[config.mk]
export PLATFORM = sky130hd
export DESIGN_NAME = uart_cmd_slave
export DESIGN_NICKNAME = d
export VERILOG_FILES = /design/src/rtl/uart_pkg.sv /design/src/rtl/uart_rx_byte.sv /design/src/rtl/uart_cmd_slave.sv
export SDC_FILE = /design/constraint.sdc
export NUM_CORES = 1
export LEC_CHECK = 0
export BUFFER_PORTS_ARGS = -buffer_cell sky130_fd_sc_hd__clkbuf_2
export CAP_MARGIN = 10
export CORE_MARGIN = 2
export CORE_UTILIZATION = 50
export DETAILED_ROUTE_END_ITERATION = 8
export GPL_TIMING_DRIVEN = 0
export PLACE_DENSITY = 0.73
export SLEW_MARGIN = 20
export SYNTH_ARGS = -nofsm -noshare
export SYNTH_HDL_FRONTEND = slang
export SYNTH_HIERARCHICAL = 1
export SYNTH_SLANG_ARGS = --single-unit
[constraint.sdc]
create_clock -name clk -period 2.9 [get_ports clk]
set_input_delay 0.435 -clock clk [delete_from_list [all_inputs] [get_ports clk]]
set_output_delay 0.435 -clock clk [all_outputs]
set_load 0.01 [all_outputs]
[src/rtl/uart_pkg.sv]
// Definitions shared between the UART command slave and the UART master:
// FSM encoding, command-byte layout and parity mode.
package uart_pkg;

    typedef enum logic [3:0] {
        IDLE, RX_CMD, RX_DATA, WRITE, READ_REQ, READ_CAP,
        TX_GAP, TX_START, TX_DATA, TX_PARITY, TX_STOP
    } state_t;

    localparam int   RW_BIT     = 7;     // command bit: 1 = write, 0 = read
    localparam logic PARITY_ODD = 1'b0;  // 0 selects even parity

    function automatic logic par_bit(input logic [7:0] d);
        return (^d) ^ PARITY_ODD;
    endfunction

endpackage

[src/rtl/uart_rx_byte.sv]
// UART byte receiver: rx synchroniser, start validation, centre sampling,
// parity and stop check. Held idle whenever arm is low.
module uart_rx_byte
    import uart_pkg::*;
#(
    parameter int BR = 434
) (
    input  logic       clk,
    input  logic       rst,
    input  logic       rx,
    input  logic       arm,
    output logic       active,
    output logic       byte_vld,
    output logic [7:0] byte_data,
    output logic       parity_err,
    output logic       frame_err
);
    localparam int CW = (BR > 1) ? $clog2(BR) : 1;
    localparam int IW = $clog2(8);
    localparam logic [CW-1:0] CNT_LAST = CW'(BR - 1);
    localparam logic [CW-1:0] CNT_HALF = CW'(BR / 2 - 1);

    typedef enum logic [2:0] {R_IDLE, R_START, R_DATA, R_PAR, R_STOP} rstate_t;

    rstate_t       rs;
    logic          s1, s2, s_prev;
    logic [CW-1:0] cnt;
    logic [IW-1:0] idx;
    logic          par_bad;
    logic          samp;

    // start bit is checked half a period in, every later bit a full period on
    assign samp   = (rs == R_START) ? (cnt == CNT_HALF) : (cnt == CNT_LAST);
    assign active = (rs != R_IDLE);

    always_ff @(posedge clk or posedge rst) begin
        if (rst) begin
            s1         <= 1'b1;
            s2         <= 1'b1;
            s_prev     <= 1'b1;
            rs         <= R_IDLE;
            cnt        <= '0;
            idx        <= '0;
            par_bad    <= 1'b0;
            byte_data  <= '0;
            byte_vld   <= 1'b0;
            parity_err <= 1'b0;
            frame_err  <= 1'b0;
        end else begin
            s1         <= rx;
            s2         <= s1;
            s_prev     <= s2;
            byte_vld   <= 1'b0;
            parity_err <= 1'b0;
            frame_err  <= 1'b0;
            if (!arm) begin
                rs  <= R_IDLE;
                cnt <= '0;
            end else if (rs == R_IDLE) begin
                cnt <= '0;
                idx <= '0;
                if (s_prev && !s2) rs <= R_START;
            end else begin
                cnt <= samp ? '0 : cnt + 1'b1;
                if (samp) begin
                    case (rs)
                        R_START: rs <= s2 ? R_IDLE : R_DATA;
                        R_DATA: begin
                            byte_data <= {s2, byte_data[7:1]};
                            idx       <= idx + 1'b1;
                            if (idx == IW'(7)) rs <= R_PAR;
                        end
                        R_PAR: begin
                            par_bad <= (s2 != par_bit(byte_data));
                            rs      <= R_STOP;
                        end
                        R_STOP: begin
                            rs <= R_IDLE;
                            // a bad stop outranks parity so only one error fires
                            if (!s2)          frame_err  <= 1'b1;
                            else if (par_bad) parity_err <= 1'b1;
                            else              byte_vld   <= 1'b1;
                        end
                        default: rs <= R_IDLE;
                    endcase
                end
            end
        end
    end

endmodule

[src/rtl/uart_cmd_slave.sv]
// UART command slave: decodes read/write command frames into register
// strobes and serialises read data back on tx (half-duplex).
module uart_cmd_slave
    import uart_pkg::*;
#(
    parameter int BR           = 434,
    parameter int ADDR_WIDTH   = 7,
    parameter int DATA_WIDTH   = 8,
    parameter int TIMEOUT_BITS = 32
) (
    input  logic                  clk,
    input  logic                  rst,
    input  logic                  rx,
    output logic                  tx,
    output logic [ADDR_WIDTH-1:0] reg_addr,
    output logic                  reg_wr_en,
    output logic [DATA_WIDTH-1:0] reg_wr_data,
    output logic                  reg_rd_en,
    input  logic [DATA_WIDTH-1:0] reg_rd_data,
    output logic                  err_parity,
    output logic                  err_frame,
    output logic                  busy
);
    localparam int CW  = (BR > 1) ? $clog2(BR) : 1;
    localparam int IW  = $clog2(8);
    localparam int TMO = TIMEOUT_BITS * BR;
    localparam int TW  = $clog2(TMO);
    localparam logic [CW-1:0] CNT_LAST = CW'(BR - 1);
    localparam logic [TW-1:0] TMO_LAST = TW'(TMO - 1);

    state_t        state;
    logic [CW-1:0] cnt;
    logic [IW-1:0] idx;
    logic [TW-1:0] tmo;
    logic [7:0]    tx_sh;
    logic          tx_par;
    logic          cnt_end, tx_phase, arm;
    logic          rx_active, rx_vld, rx_perr, rx_ferr;
    logic [7:0]    rx_data;

    assign busy     = (state != IDLE);
    assign arm      = (state == IDLE) || (state == RX_CMD) || (state == RX_DATA);
    assign cnt_end  = (cnt == CNT_LAST);
    assign tx_phase = state inside {TX_GAP, TX_START, TX_DATA, TX_PARITY, TX_STOP};

    uart_rx_byte #(.BR(BR)) u_rx (
        .clk        (clk),
        .rst        (rst),
        .rx         (rx),
        .arm        (arm),
        .active     (rx_active),
        .byte_vld   (rx_vld),
        .byte_data  (rx_data),
        .parity_err (rx_perr),
        .frame_err  (rx_ferr)
    );

    always_ff @(posedge clk or posedge rst) begin
        if (rst) begin
            state       <= IDLE;
            tx          <= 1'b1;
            reg_addr    <= '0;
            reg_wr_en   <= 1'b0;
            reg_wr_data <= '0;
            reg_rd_en   <= 1'b0;
            err_parity  <= 1'b0;
            err_frame   <= 1'b0;
            cnt         <= '0;
            idx         <= '0;
            tmo         <= '0;
            tx_sh       <= '0;
            tx_par      <= 1'b0;
        end else begin
            reg_wr_en  <= 1'b0;
            reg_rd_en  <= 1'b0;
            err_parity <= rx_perr;
            err_frame  <= rx_ferr;
            cnt        <= (tx_phase && !cnt_end) ? cnt + 1'b1 : '0;
            case (state)
                IDLE: if (rx_active) state <= RX_CMD;
                RX_CMD: begin
                    if (rx_vld) begin
                        reg_addr  <= ADDR_WIDTH'(rx_data[RW_BIT-1:0]);
                        reg_rd_en <= !rx_data[RW_BIT];
                        tmo       <= '0;
                        state     <= rx_data[RW_BIT] ? RX_DATA : READ_REQ;
                    end else if (rx_perr || rx_ferr || !rx_active) begin
                        state <= IDLE;
                    end
                end
                RX_DATA: begin
                    if (rx_vld) begin
                        reg_wr_en   <= 1'b1;
                        reg_wr_data <= DATA_WIDTH'(rx_data);
                        state       <= WRITE;
                    end else if (rx_perr || rx_ferr) begin
                        state <= IDLE;
                    end else if (rx_active) begin
                        tmo <= '0;
                    end else if (tmo == TMO_LAST) begin
                        err_frame <= 1'b1;
                        state     <= IDLE;
                    end else begin
                        tmo <= tmo + 1'b1;
                    end
                end
                WRITE:    state <= IDLE;
                READ_REQ: state <= READ_CAP;
                READ_CAP: begin
                    tx_sh  <= 8'(reg_rd_data);
                    tx_par <= par_bit(8'(reg_rd_data));
                    state  <= TX_GAP;
                end
                // tx changes on the same edge as the state, so each phase holds BR cycles
                TX_GAP: if (cnt_end) begin
                    tx    <= 1'b0;
                    state <= TX_START;
                end
                TX_START: if (cnt_end) begin
                    tx    <= tx_sh[0];
                    idx   <= '0;
                    state <= TX_DATA;
                end
                TX_DATA: if (cnt_end) begin
                    idx   <= idx + 1'b1;
                    tx_sh <= tx_sh >> 1;
                    if (idx == IW'(7)) begin
                        tx    <= tx_par;
                        state <= TX_PARITY;
                    end else begin
                        tx <= tx_sh[1];
                    end
                end
                TX_PARITY: if (cnt_end) begin
                    tx    <= 1'b1;
                    state <= TX_STOP;
                end
                TX_STOP: if (cnt_end) state <= IDLE;
                default: state <= IDLE;
            endcase
        end
    end

endmodule

==> results of run 1 <==
-- cells by family after synthesis --
group                      count (synthesis)
DFF                                       89
AOI/OAI and AO/OA                         65
adders and majority gates                  8
muxes                                     42
and+or+nand+nor                          153
xor gates and xnor gates                  28
buffers and inverters                     32
-- metal layers --
layer	share of wire (%)	vias to the layer above	track usage [%]	wire, microns
met2	49	59	31.1	4200
met3	3.8	14	4.92	320
met4	1.5	0	6.43	130
met1	45	1617	24.2	3850
met5	0	-	0	0
li1	-	1583	-	-
-- power by group through the flow --
stage	Clock [mW]	Combinational, mW	Sequential, mW
global placement	0	0.667	1.34
floorplan	0	0.529	1.34
finish	0.809	0.696	1.32
global route	0.890	0.783	1.33
detailed placement	0	0.687	1.35
CTS	0.841	0.694	1.32
-- worst reg2reg max path, stage by stage, from the launching register on --
cell	delay, ns
dfrtp_1	0.38
buf_6	0.14
nor2_1	0.40
and2_1	0.20
buf_2	0.18
nand2_1	0.18
nor3_2	0.59
mux2_2	0.41
-- sequential cells by signal, summed over array words and instances, names as in the netlist, 3 cells and up --
| signal | count |
|---|---|
| cnt | 9 |
| idx | 3 |
| reg_addr | 7 |
| reg_wr_data | 8 |
| state | 4 |
| tmo | 14 |
| tx_sh | 8 |
| u_rx/byte_data | 8 |
| u_rx/cnt | 9 |
| u_rx/idx | 3 |
| u_rx/rs | 3 |
-- how the worst min path moves through the flow --
| stage | endpoint | slack (ns) | cells past startpoint |
|---|---|---|---|
| after floorplan | u_rx/s2 | 0.35 | 0 |
| after global placement | u_rx/s2 | 0.35 | 0 |
| after detailed placement | u_rx/s2 | 0.35 | 0 |
| after CTS | u_rx/s1 | 0.13 | 1 |
| after global routing | u_rx/s1 | 0.12 | 1 |
| final | u_rx/s1 | 0.14 | 1 |
-- cells in the final DEF, fill, tap and decap left out, drive strengths merged, types with 3 or more instances in the layout --
cell type and instances:
ha 8, inv 18, o311ai 4, o31ai 3, nor3b 3, dfstp 4, nand2 29, dfrtp 85
xor2 10, mux2 39, a31oi 6, nand3 18, and3 9, o21ai 21, and2 8, xnor2 17
clkbuf 51, nor2b 4, a21oi 12, and4bb 3, nor4b 3, nand4 17, mux2i 3, buf 7
nor2 40, a22o 3, and4 4
-- final cells by class --
type	count	area [sq um]	share of cell area (%)
repair buffers	31	155	3.10
well taps	108	135	2.70
plain buffers	18	88.8	1.78
flip-flops and latches	89	2230	44.6
clock inverters	7	62.6	1.25
inverters	14	55.1	1.10
clock buffers	9	124	2.48
multi-input cells	296	2150	43.0
-- through the flow --
stage	std cells	hold WS, ns	util [%]	power [mW]
6_report	572	0.142	57.1	2.83
5_1_grt	572	0.120	57.1	3.00
4_1_cts	572	0.125	57.1	2.86
2_1_floorplan	417	0.345	-	1.87
3_5_place_dp	556	0.348	55.0	2.04
3_3_place_gp	556	0.348	54.9	2.01
==> results.sh, run 1 <==
export IMPL_cp_arrival_ns=2.85
export IMPL_setup_violations=0
export IMPL_synth_area_sq_um=4520
export IMPL_syn_to_final_growth_pct=10.6
export IMPL_slowest_delay_ns=0.59
export IMPL_final_hold_violation_count=0
export IMPL_ys_flop_type="dfrtp_1"
export IMPL_ios=32
export IMPL_slew_headroom_pct=52.5
export IMPL_antenna_cells=0
export IMPL_fmax_mhz=387
export IMPL_antenna_left=0
export IMPL_critical_path_top_delay_family="simple AND/OR/NAND/NOR gates"
export IMPL_yosysTopAreaCell="dfrtp_1"
export IMPL_synth_edff_count=0
export IMPL_intPower_mw=1.87
export IMPL_placed_area_sq_um=4820
export IMPL_synth_xor_area_share_pct=5.72
export IMPL_dp_hpwl_microns=5890
export IMPL_drv_cap=0
export IMPL_gp_congestion=0.876
export IMPL_rows=34
export IMPL_clock_sinks=89
export IMPL_synth_async_reset_ratio_pct=100
export IMPL_path_depth=7
export IMPL_grt_pass1_vias=3248
export IMPL_cts_hold_buf=0
export IMPL_synth_top_family_by_area="simple AND/OR/NAND/NOR gates"
export IMPL_drtIter0Drc=140
export IMPL_status="complete, no violations"
export IMPL_hold_class="input pin to flip-flop"
export IMPL_crit_path_end_kind="flip-flop"
export IMPL_reg2reg_to="u_rx/byte_data[2]"
export IMPL_drt_wl_total_microns=8500
export IMPL_yosys_area_share_simple_pct=19.8
export IMPL_clkTransAtPathRegs_ns=0.09
export IMPL_fin_nets=478
export IMPL_cts_resized=0
export IMPL_switchingPower_mw=0.965
export IMPL_r2r_start="state[3]"
export IMPL_seqPwrFrac_pct=46.8
export IMPL_grt_first_pass_wirelength_microns=15000
export IMPL_die_area_sq_um=9830
export IMPL_fp_coreArea_sq_um=8760
export IMPL_syn_nets=436
export IMPL_criticalPathCategory="flip-flop to flip-flop"
export IMPL_fp_dieW_microns=99.1
export IMPL_p_clk_share_pct=28.6
export IMPL_cp_num_buf_inv=2
export IMPL_tns_ns=0
export IMPL_critPathSlowestCell="nor3_2"
export IMPL_rsz0062_at_grt="no"
export IMPL_cts_tree="done"
export IMPL_worstHoldStart="rx"
export IMPL_fin_crit_ns=2.59
export IMPL_cts_made_buffers=9
export IMPL_vias_per_cell=5.72
export IMPL_yosys_mux_area_fraction_pct=10.5
export IMPL_synth_top_area_share_pct=47.0
export IMPL_place_ws_ns=0.345
export IMPL_synth_cells=417
export IMPL_ir_drop_mv=0.415
export IMPL_yosys_area_share_adder_pct=2.21
export IMPL_route_detailed_drc=0
export IMPL_r2r_cells=7
export IMPL_leakagePower_nw=2.32
export IMPL_port_buffers=31
export IMPL_ys_seq_elements=89
export IMPL_cp_required_ns=3.16
export IMPL_layout_setup_ws_ns=0.315
export IMPL_die_h_microns=99.1
export IMPL_initial_core_util_pct=51.6
export IMPL_swShare_pct=34.1
export IMPL_startpoint="state[3]"
export IMPL_grt_max_degree=60
export IMPL_cts_root_buf="clkbuf_8"
export IMPL_antenna_found_initial=0
export IMPL_worstSkewPairLatency_ns=0.37
export IMPL_synth_warnings=6
export IMPL_reg2reg_slack_ns=0.31
export IMPL_ys_top_cells_by_area="dfrtp_1 (47%), mux2_2 (9.5%), nor2_1 (3.3%)"
export IMPL_overflow=0
export IMPL_ys_seq_area_share_pct=49.3
export IMPL_synth_most_common_cell="dfrtp_1"
export IMPL_power_frac_comb_pct=24.6
export IMPL_critical_path_cell_chain="buf_6 > nor2_1 > and2_1 > buf_2 > nand2_1 > nor3_2 > mux2_2"
export IMPL_slew_violations=0
export IMPL_crit_fanout=9
export IMPL_wl_per_cell_microns=14.9
export IMPL_syn_area_per_cell_sq_um=10.8
export IMPL_h_tree_depth=3
export IMPL_start_kind="flip-flop"
export IMPL_netlist_top_cells_count="dfrtp_1 (85), nor2_1 (40), mux2_2 (38)"
export IMPL_via_count=3273
export IMPL_cellPowerDensity_nw_per_um2=566
export IMPL_min_period_over_period_pct=89.1
export IMPL_drive_gt1_share_pct=24.1
export IMPL_grt_usage_pct=18.8
export IMPL_drt_first_pass_iters=4
export IMPL_fin_area_sq_um=5000
export IMPL_cts_setup_buffers=0
export IMPL_cts_buffer_depth=2
export IMPL_fillCellCount=756
export IMPL_fin_skew_ns=0.00567
export IMPL_crit_end="u_rx/byte_data[2]"
export IMPL_tightest_slew_ns=0.712
export IMPL_synth_compound_area_share_pct=9.38
export IMPL_synth_cell_type_count=62
(Power assumes the default switching activity.)
==> inputs of run 2 (changes only) <==
- CORE_UTILIZATION: 50 -> 60
- PLACE_DENSITY: 0.73 -> 0.84
==> results.sh, run 2 (same netlist as run 1, synthesis figures left out) <==
export IMPL_cp_required_ns=3.15
export IMPL_setup_violations=0
export IMPL_swShare_pct=34.0
export IMPL_layout_common_cells="dfrtp_1 (85), nor2_1 (40), mux2_2 (38)"
export IMPL_cts_tree="done"
export IMPL_route_detailed_drc=0
export IMPL_dp_hpwl_microns=6060
export IMPL_cts_root_buf="clkbuf_8"
export IMPL_status="complete, no violations"
export IMPL_busiest_layer="met2"
export IMPL_via_count=3273
export IMPL_antenna_cells=0
export IMPL_syn_to_final_growth_pct=10.9
export IMPL_final_util_pct=68.8
export IMPL_antenna_left=0
export IMPL_cts_buffer_depth=2
export IMPL_reg2reg_slack_ns=0.33
export IMPL_use_met2_pct=37.4
export IMPL_ios=32
export IMPL_tightest_slew_ns=0.618
export IMPL_p_clk_share_pct=29.0
export IMPL_min_period_over_period_pct=88.4
export IMPL_fin_crit_ns=2.57
export IMPL_slew_headroom_pct=58.6
export IMPL_port_buffers=31
export IMPL_die_h_microns=90.8
export IMPL_largest_reg_flops=14
export IMPL_die_area_sq_um=8250
export IMPL_fp_coreArea_sq_um=7290
export IMPL_switchingPower_mw=0.965
export IMPL_r2r_start="state[3]"
export IMPL_multiInputGateArea_sq_um=2150
export IMPL_vias_per_cell=5.80
export IMPL_crit_fanout=9
export IMPL_layout_commonest_cell="dfrtp_1"
export IMPL_cellPowerDensity_nw_per_um2=566
export IMPL_regArea_sq_um=2230
export IMPL_seqPwrFrac_pct=46.7
export IMPL_placed_area_sq_um=4830
export IMPL_start_kind="flip-flop"
export IMPL_r2r_cells=7
export IMPL_drv_cap=0
export IMPL_grt_max_degree=35
export IMPL_fillCellCount=557
export IMPL_clock_sinks=89
export IMPL_worstSkewPairLatency_ns=0.36
export IMPL_slew_violations=0
export IMPL_grt_pass1_vias=3335
export IMPL_cts_resized=0
export IMPL_reg2reg_to="u_rx/byte_data[7]"
export IMPL_cts_hold_buf=0
export IMPL_grt_usage_pct=22.0
export IMPL_drtIter0Drc=166
export IMPL_largestRegisters="tmo: 14 flops, cnt: 9 flops, u_rx/cnt: 9 flops"
export IMPL_fin_nets=479
export IMPL_tns_ns=0
export IMPL_crit_path_end_kind="flip-flop"
export IMPL_criticalPathCategory="flip-flop to flip-flop"
export IMPL_fmax_mhz=390
export IMPL_gr_usage_met3_pct=5.09
export IMPL_hold_class="input pin to async pin"
export IMPL_antenna_found_initial=0
export IMPL_drive_gt1_share_pct=24.3
export IMPL_gp_congestion=0.834
export IMPL_leakagePower_nw=2.33
export IMPL_intPower_mw=1.87
export IMPL_fp_dieW_microns=90.8
export IMPL_top_register="tmo"
export IMPL_grt_first_pass_wirelength_microns=15000
export IMPL_clkTransAtPathRegs_ns=0.10
export IMPL_cts_made_buffers=9
export IMPL_rsz0062_at_grt="no"
export IMPL_power_frac_comb_pct=24.3
export IMPL_wl_per_cell_microns=15.1
export IMPL_overflow=0
export IMPL_drt_wl_total_microns=8500
export IMPL_drt_first_pass_iters=4
export IMPL_cts_setup_buffers=0
export IMPL_fin_area_sq_um=5020
export IMPL_initial_core_util_pct=62.0
export IMPL_cp_arrival_ns=2.81
export IMPL_rows=31
export IMPL_fin_total_pwr_mw=2.84
export IMPL_gr_usage_met1_pct=28.7
export IMPL_fin_skew_ns=0.0113
export IMPL_ir_drop_mv=0.408
export IMPL_h_tree_depth=3
export IMPL_final_hold_violation_count=0
## run 2: changes by cell type in the layout (fill, tap and decap cells not counted)
| cell | change |
|---|---|
| buf_12 | +1 |
| clkinv_2 | -1 |
| inv_6 | +1 |
## run 2: area by class of cell
class | instances | area share, %
multi-input combinational | 296 | 42.9
buffer | 18 | 1.77
timing repair buffer | 32 | 3.49
tap | 99 | 2.47
clock inverter | 7 | 1.32
clock buffer | 9 | 2.47
sequential | 89 | 44.5
inverter | 14 | 1.10
## run 2: worst max path at each step
stage             start                end  depth (start not counted)
2_1_floorplan  state[3]  u_rx/byte_data[0]                          7
3_3_place_gp        rst            tmo[10]                          2
3_5_place_dp   state[3]  u_rx/byte_data[7]                          7
4_1_cts        state[3]  u_rx/byte_data[7]                          7
5_1_grt        state[3]  u_rx/byte_data[7]                          7
6_report       state[3]  u_rx/byte_data[7]                          7
## run 2: routing by layer
layer,share of wire (%),wire (microns),vias up
li1,-,-,1582
met1,45,3830,1618
met2,50,4270,61
met3,3.6,308,12
met4,1.1,94,0
met5,0,0,-
## run 2: critical path, cell delays in order (launching register included)
cell     delay (ns)
dfrtp_1        0.38
buf_6          0.14
nor2_1         0.38
and2_1         0.20
buf_2          0.19
nand2_1        0.17
nor3_2         0.58
mux2_2         0.42
## run 2: stage by stage
step	hold slack (ns)	worst slack [ns]	instances
final	0.0378	0.335	564
after global routing	0.0527	0.141	564
after CTS	0.0342	0.337	564
after detailed placement	0.352	0.375	548
after global placement	0.346	0.263	547
after floorplan	0.345	0.721	417
## run 2: power by group through the flow
stage	registers [mW]	clock network, mW	logic [mW]
5_1_grt	1.33	0.885	0.764
3_5_place_dp	1.35	0	0.680
3_3_place_gp	1.34	0	0.654
4_1_cts	1.32	0.841	0.685
6_report	1.33	0.824	0.690
2_1_floorplan	1.34	0	0.529
